$ cat src/rtl/dht11_data_proc.sv
// DHT11 post-processing: latches good humidity/temperature bytes, converts them to
// 3-digit BCD with a sequential double-dabble, and tracks consecutive failed reads.
module dht11_data_proc #(
  parameter int unsigned FAIL_LIMIT = 3
) (
  input  logic        clk,
  input  logic        rst,
  input  logic        dht11_done,
  input  logic        dht11_valid,
  input  logic [15:0] humidity,
  input  logic [15:0] temperature,
  output logic [7:0]  hum_int,
  output logic [7:0]  temp_int,
  output logic [11:0] hum_bcd,
  output logic [11:0] temp_bcd,
  output logic        upd,
  output logic        data_ok,
  output logic        sensor_err,
  output logic [3:0]  fail_cnt,
  output logic [1:0]  dbg_state
);

  typedef enum logic [1:0] {
    IDLE = 2'd0,
    CONV = 2'd1,
    LOAD = 2'd2
  } state_t;

  state_t      state_q, state_d;
  logic        done_q;
  logic [2:0]  iter_q, iter_d;
  logic [19:0] hum_sr_q, hum_sr_d, temp_sr_q, temp_sr_d;
  logic [7:0]  hum_byte_q, hum_byte_d, temp_byte_q, temp_byte_d;
  logic [7:0]  hum_int_q, hum_int_d, temp_int_q, temp_int_d;
  logic [11:0] hum_bcd_q, hum_bcd_d, temp_bcd_q, temp_bcd_d;
  logic        upd_q, upd_d, data_ok_q, data_ok_d, sensor_err_q, sensor_err_d;
  logic [3:0]  fail_cnt_q, fail_cnt_d;
  logic        rise;

  // Fraction bytes are carried on the bus but never displayed.
  logic unused_frac;
  assign unused_frac = ^{humidity[7:0], temperature[7:0]};

  // One double-dabble iteration on {bcd[11:0], bin[7:0]}: add-3 correction then shift.
  function automatic logic [19:0] dabble_step(input logic [19:0] sr);
    logic [19:0] t;
    t = sr;
    for (int i = 0; i < 3; i++) begin
      if (t[8+4*i +: 4] >= 4'd5) t[8+4*i +: 4] = t[8+4*i +: 4] + 4'd3;
    end
    return {t[18:0], 1'b0};
  endfunction

  assign rise = dht11_done & ~done_q;

  always_comb begin
    state_d      = state_q;
    iter_d       = iter_q;
    hum_sr_d     = hum_sr_q;
    temp_sr_d    = temp_sr_q;
    hum_byte_d   = hum_byte_q;
    temp_byte_d  = temp_byte_q;
    hum_int_d    = hum_int_q;
    temp_int_d   = temp_int_q;
    hum_bcd_d    = hum_bcd_q;
    temp_bcd_d   = temp_bcd_q;
    upd_d        = 1'b0;
    data_ok_d    = data_ok_q;
    fail_cnt_d   = fail_cnt_q;
    sensor_err_d = (fail_cnt_q >= 4'(FAIL_LIMIT));
    case (state_q)
      IDLE: begin
        if (rise && dht11_valid) begin
          hum_sr_d    = {12'h000, humidity[15:8]};
          temp_sr_d   = {12'h000, temperature[15:8]};
          hum_byte_d  = humidity[15:8];
          temp_byte_d = temperature[15:8];
          iter_d      = 3'd0;
          state_d     = CONV;
        end else if (rise) begin
          if (fail_cnt_q != 4'd15) fail_cnt_d = fail_cnt_q + 4'd1;
        end
      end
      CONV: begin
        hum_sr_d  = dabble_step(hum_sr_q);
        temp_sr_d = dabble_step(temp_sr_q);
        iter_d    = iter_q + 3'd1;
        if (iter_q == 3'd7) state_d = LOAD;
      end
      LOAD: begin
        hum_bcd_d  = hum_sr_q[19:8];
        temp_bcd_d = temp_sr_q[19:8];
        hum_int_d  = hum_byte_q;
        temp_int_d = temp_byte_q;
        fail_cnt_d = 4'd0;
        data_ok_d  = 1'b1;
        upd_d      = 1'b1;
        state_d    = IDLE;
      end
      default: state_d = IDLE;
    endcase
  end

  always_ff @(posedge clk or posedge rst) begin
    if (rst) begin
      state_q      <= IDLE;
      done_q       <= 1'b0;
      iter_q       <= 3'd0;
      hum_sr_q     <= 20'd0;
      temp_sr_q    <= 20'd0;
      hum_byte_q   <= 8'd0;
      temp_byte_q  <= 8'd0;
      hum_int_q    <= 8'd0;
      temp_int_q   <= 8'd0;
      hum_bcd_q    <= 12'h000;
      temp_bcd_q   <= 12'h000;
      upd_q        <= 1'b0;
      data_ok_q    <= 1'b0;
      sensor_err_q <= 1'b0;
      fail_cnt_q   <= 4'd0;
    end else begin
      state_q      <= state_d;
      done_q       <= dht11_done;
      iter_q       <= iter_d;
      hum_sr_q     <= hum_sr_d;
      temp_sr_q    <= temp_sr_d;
      hum_byte_q   <= hum_byte_d;
      temp_byte_q  <= temp_byte_d;
      hum_int_q    <= hum_int_d;
      temp_int_q   <= temp_int_d;
      hum_bcd_q    <= hum_bcd_d;
      temp_bcd_q   <= temp_bcd_d;
      upd_q        <= upd_d;
      data_ok_q    <= data_ok_d;
      sensor_err_q <= sensor_err_d;
      fail_cnt_q   <= fail_cnt_d;
    end
  end

  assign hum_int    = hum_int_q;
  assign temp_int   = temp_int_q;
  assign hum_bcd    = hum_bcd_q;
  assign temp_bcd   = temp_bcd_q;
  assign upd        = upd_q;
  assign data_ok    = data_ok_q;
  assign sensor_err = sensor_err_q;
  assign fail_cnt   = fail_cnt_q;
  assign dbg_state  = state_q;

endmodule

$ cat config.mk
export PLATFORM = sky130hd
export DESIGN_NAME = dht11_data_proc
export DESIGN_NICKNAME = d
export VERILOG_FILES = /design/src/rtl/dht11_data_proc.sv
export SDC_FILE = /design/constraint.sdc
export NUM_CORES = 1
export LEC_CHECK = 0
export ABC_AREA = 1
export CELL_PAD_IN_SITES_DETAIL_PLACEMENT = 0
export CELL_PAD_IN_SITES_GLOBAL_PLACEMENT = 1
export CORE_MARGIN = 10
export CORE_UTILIZATION = 35
export CTS_BUF_LIST = sky130_fd_sc_hd__clkbuf_4 sky130_fd_sc_hd__clkbuf_8 sky130_fd_sc_hd__clkbuf_16
export DETAILED_ROUTE_END_ITERATION = 10
export GPL_TIMING_DRIVEN = 1
export PLACE_DENSITY = 0.84
export SLEW_MARGIN = 25
export SYNTH_ARGS = -nofsm -noshare
export SYNTH_HDL_FRONTEND = slang
export SYNTH_SLANG_ARGS = --single-unit
$ cat constraint.sdc
create_clock -name clk -period 3.98 [get_ports clk]
set_clock_uncertainty 0.2 [all_clocks]
set_input_delay 0.995 -clock clk [delete_from_list [all_inputs] [get_ports clk]]
set_output_delay 0.995 -clock clk [all_outputs]
set_load 0.01 [all_outputs]
==> flow_metrics.env <==
export IMPL_status="finished clean"
export IMPL_peakVddDrop_v=0.000342
export IMPL_synthesis_instances=536
export IMPL_cp_slowest_cell="clkdlybuf4s50_1"
export IMPL_cp_top_family="buffers and inverters"
export IMPL_area_growth_pct=24.3
export IMPL_max_slew_margin=0.467
export IMPL_hold_class="flop to flop"
export IMPL_initial_core_util=0.357
export IMPL_drt_total_wl_um=10100
export IMPL_slowest_delay_ns=0.60
export IMPL_ant_nets=0
export IMPL_slew_violations=0
export IMPL_grt_pass1_wl_um=17600
export IMPL_numPortBuffers=68
export IMPL_cts_resized=0
export IMPL_critPathMaxFanout=5
export IMPL_coreArea_um2=13200
export IMPL_synth_area_mux_share=0
export IMPL_rsz0062_at_grt="no"
export IMPL_ys_warn_count=0
export IMPL_cts_root_buf="clkbuf_16"
export IMPL_maxCapViolCount=0
export IMPL_yosys_area_share_simple=0.212
export IMPL_grt_usage=0.116
export IMPL_firstDrtPassIters=4
export IMPL_syn_nets=587
export IMPL_ios=85
export IMPL_drt_drc_violations_left=0
export IMPL_vias=3630
export IMPL_period_needed_ns=2.64
export IMPL_syn_avg_cell_area_um2=8.83
export IMPL_cts_tree="yes"
export IMPL_crit_buf_inv=1
export IMPL_ys_top_cells_by_area="dfrtp_1 (58%), nand2_1 (14%), o21ai_0 (6.3%), inv_1 (4.4%), nand3_1 (4.0%)"
export IMPL_dpl_hpwl_um=6910
export IMPL_yosysTopAreaCell="dfrtp_1"
export IMPL_cts_made_buffers=9
export IMPL_synth_adder_area_share=0.0397
export IMPL_power_leakage_uw=0.00284
export IMPL_synth_compound_area_frac=0.101
export IMPL_clock_sinks=109
export IMPL_grt_max_degree=79
export IMPL_post_route_period_util=0.662
export IMPL_powerDensity_nw_per_um2=812
export IMPL_cp_arrival_ns=1.44
export IMPL_rows=42
export IMPL_cp_cell_sequence="clkdlybuf4s50_1"
export IMPL_end_kind="output port"
export IMPL_cts_setup_buffers=0
export IMPL_clk_pin_slew_worst_paths_ns=0.07
export IMPL_hold_viol=0
export IMPL_drive_above_1_share=0.0479
export IMPL_synth_seq_cells=109
export IMPL_antenna_found_initial=0
export IMPL_critPathKind="flop to output port"
export IMPL_cts_max_level=3
export IMPL_vias_per_cell=4.65
export IMPL_cts_hold_buf=0
export IMPL_wl_per_cell_um=12.9
export IMPL_drt_initial_drc_count=304
export IMPL_die_h_um=136
export IMPL_grt_remaining_overflow=0
export IMPL_final_nets=652
export IMPL_dieArea_um2=18600
export IMPL_worst_slew_pin_slew_ns=0.798
export IMPL_netlist_area_um2=4730
export IMPL_antennaDiodeCount=0
export IMPL_timing_setup_tns_ns=0
export IMPL_ys_seq_area_frac=0.576
export IMPL_grt_pass1_vias=3734
export IMPL_most_common_layout_cells="nand2_1 (178), dfrtp_1 (109), clkdlybuf4s50_1 (68)"
export IMPL_crit_required_ns=2.78
export IMPL_gp_congestion=0.775
export IMPL_placed_area_um2=5540
export IMPL_clock_path_buffers=2
export IMPL_die_w_um=136
export IMPL_final_common_cell="nand2_1"
export IMPL_start_kind="flop"
export IMPL_yosysTopAreaCellShare=0.576
export IMPL_clk_latency_ns=0.35
export IMPL_synth_xor_xnor_area_share=0
export IMPL_synth_cell_types=21
export IMPL_design_area_um2=5880
export IMPL_setup_viol=0
export IMPL_synth_top_family_by_area="simple AND/OR/NAND/NOR gates"
export IMPL_fmax_ghz=0.379
==> stage by stage <==
stage / worst slack, ns / util / hold WS, ns / power [uW] / std cells
3_3_place_gp: 0.989 / 0.418 / 0.252 / 3780 / 765
4_1_cts: 1.32 / 0.442 / 0.280 / 4820 / 780
3_5_place_dp: 0.977 / 0.418 / 0.263 / 3850 / 765
2_1_floorplan: 1.47 / - / 0.246 / 3070 / 536
5_1_grt: 1.15 / 0.444 / 0.299 / 5240 / 781
6_report: 1.34 / 0.444 / 0.277 / 4770 / 781
==> cells by family after synthesis <==
| group | Yosys count |
|---|---|
| and+or+nand+nor | 242 |
| adders and majority gates | 15 |
| buffers and inverters | 75 |
| DFF | 109 |
| AOI/OAI and AO/OA | 95 |
==> layout make-up <==
| class | count | area (um^2) |
|---|---|---|
| inverter | 57 | 220 |
| tap | 176 | 220 |
| sequential | 109 | 2730 |
| timing repair buffer | 72 | 731 |
| fill | 1311 | 7360 |
| clock inverter | 6 | 88.8 |
| multi-input combinational | 352 | 1670 |
| clock buffer | 9 | 225 |
==> registers in the layout, summed over array words and instances (netlist names) <==
register / count
iter_q: 3
hum_byte_q: 8
temp_byte_q: 8
data_ok: 1
dbg_state: 2
hum_bcd: 12
temp_sr_q: 20
sensor_err: 1
temp_bcd: 12
fail_cnt: 4
temp_int: 8
hum_int: 8
done_q: 1
upd: 1
hum_sr_q: 20
==> power breakdown <==
part | leakage [uW] | switching (uW) | internal [uW]
registers | 0.00135 | 293 | 1590
clock network | 0.000147 | 401 | 548
logic | 0.00134 | 1070 | 864
==> path summary, 6_finish.rpt <==
kind / startpoint / end / slack, ns / depth (start not counted)
min: data_ok / data_ok / 0.28 / 1
max reg2reg: dbg_state[0] / hum_sr_q[19] / 1.84 / 6
max in group asynchronous: rst / hum_bcd[11] / 2.00 / 3
min in group asynchronous: rst / sensor_err / 0.65 / 2
min reg2reg: data_ok / data_ok / 0.28 / 1
max: dbg_state[1] / dbg_state[1] / 1.34 / 1
==> Yosys cell counts, drive strengths merged <==
master    n
nand4     1
o22ai     3
nor3      1
nor2     22
dfrtp   109
nand2   178
inv      57
or2       1
clkbuf    1
ha       15
a21oi     7
nand3    39
buf      17
o21ai    85
==> routing by layer <==
| metal | wire (um) | global-route usage |
|---|---|---|
| met4 | 106 | 0.0349 |
| met3 | 789 | 0.0542 |
| met5 | 0 | 0 |
| met1 | 4420 | 0.136 |
| met2 | 4770 | 0.184 |
No activity file was read; power rests on OpenSTA's default activity.
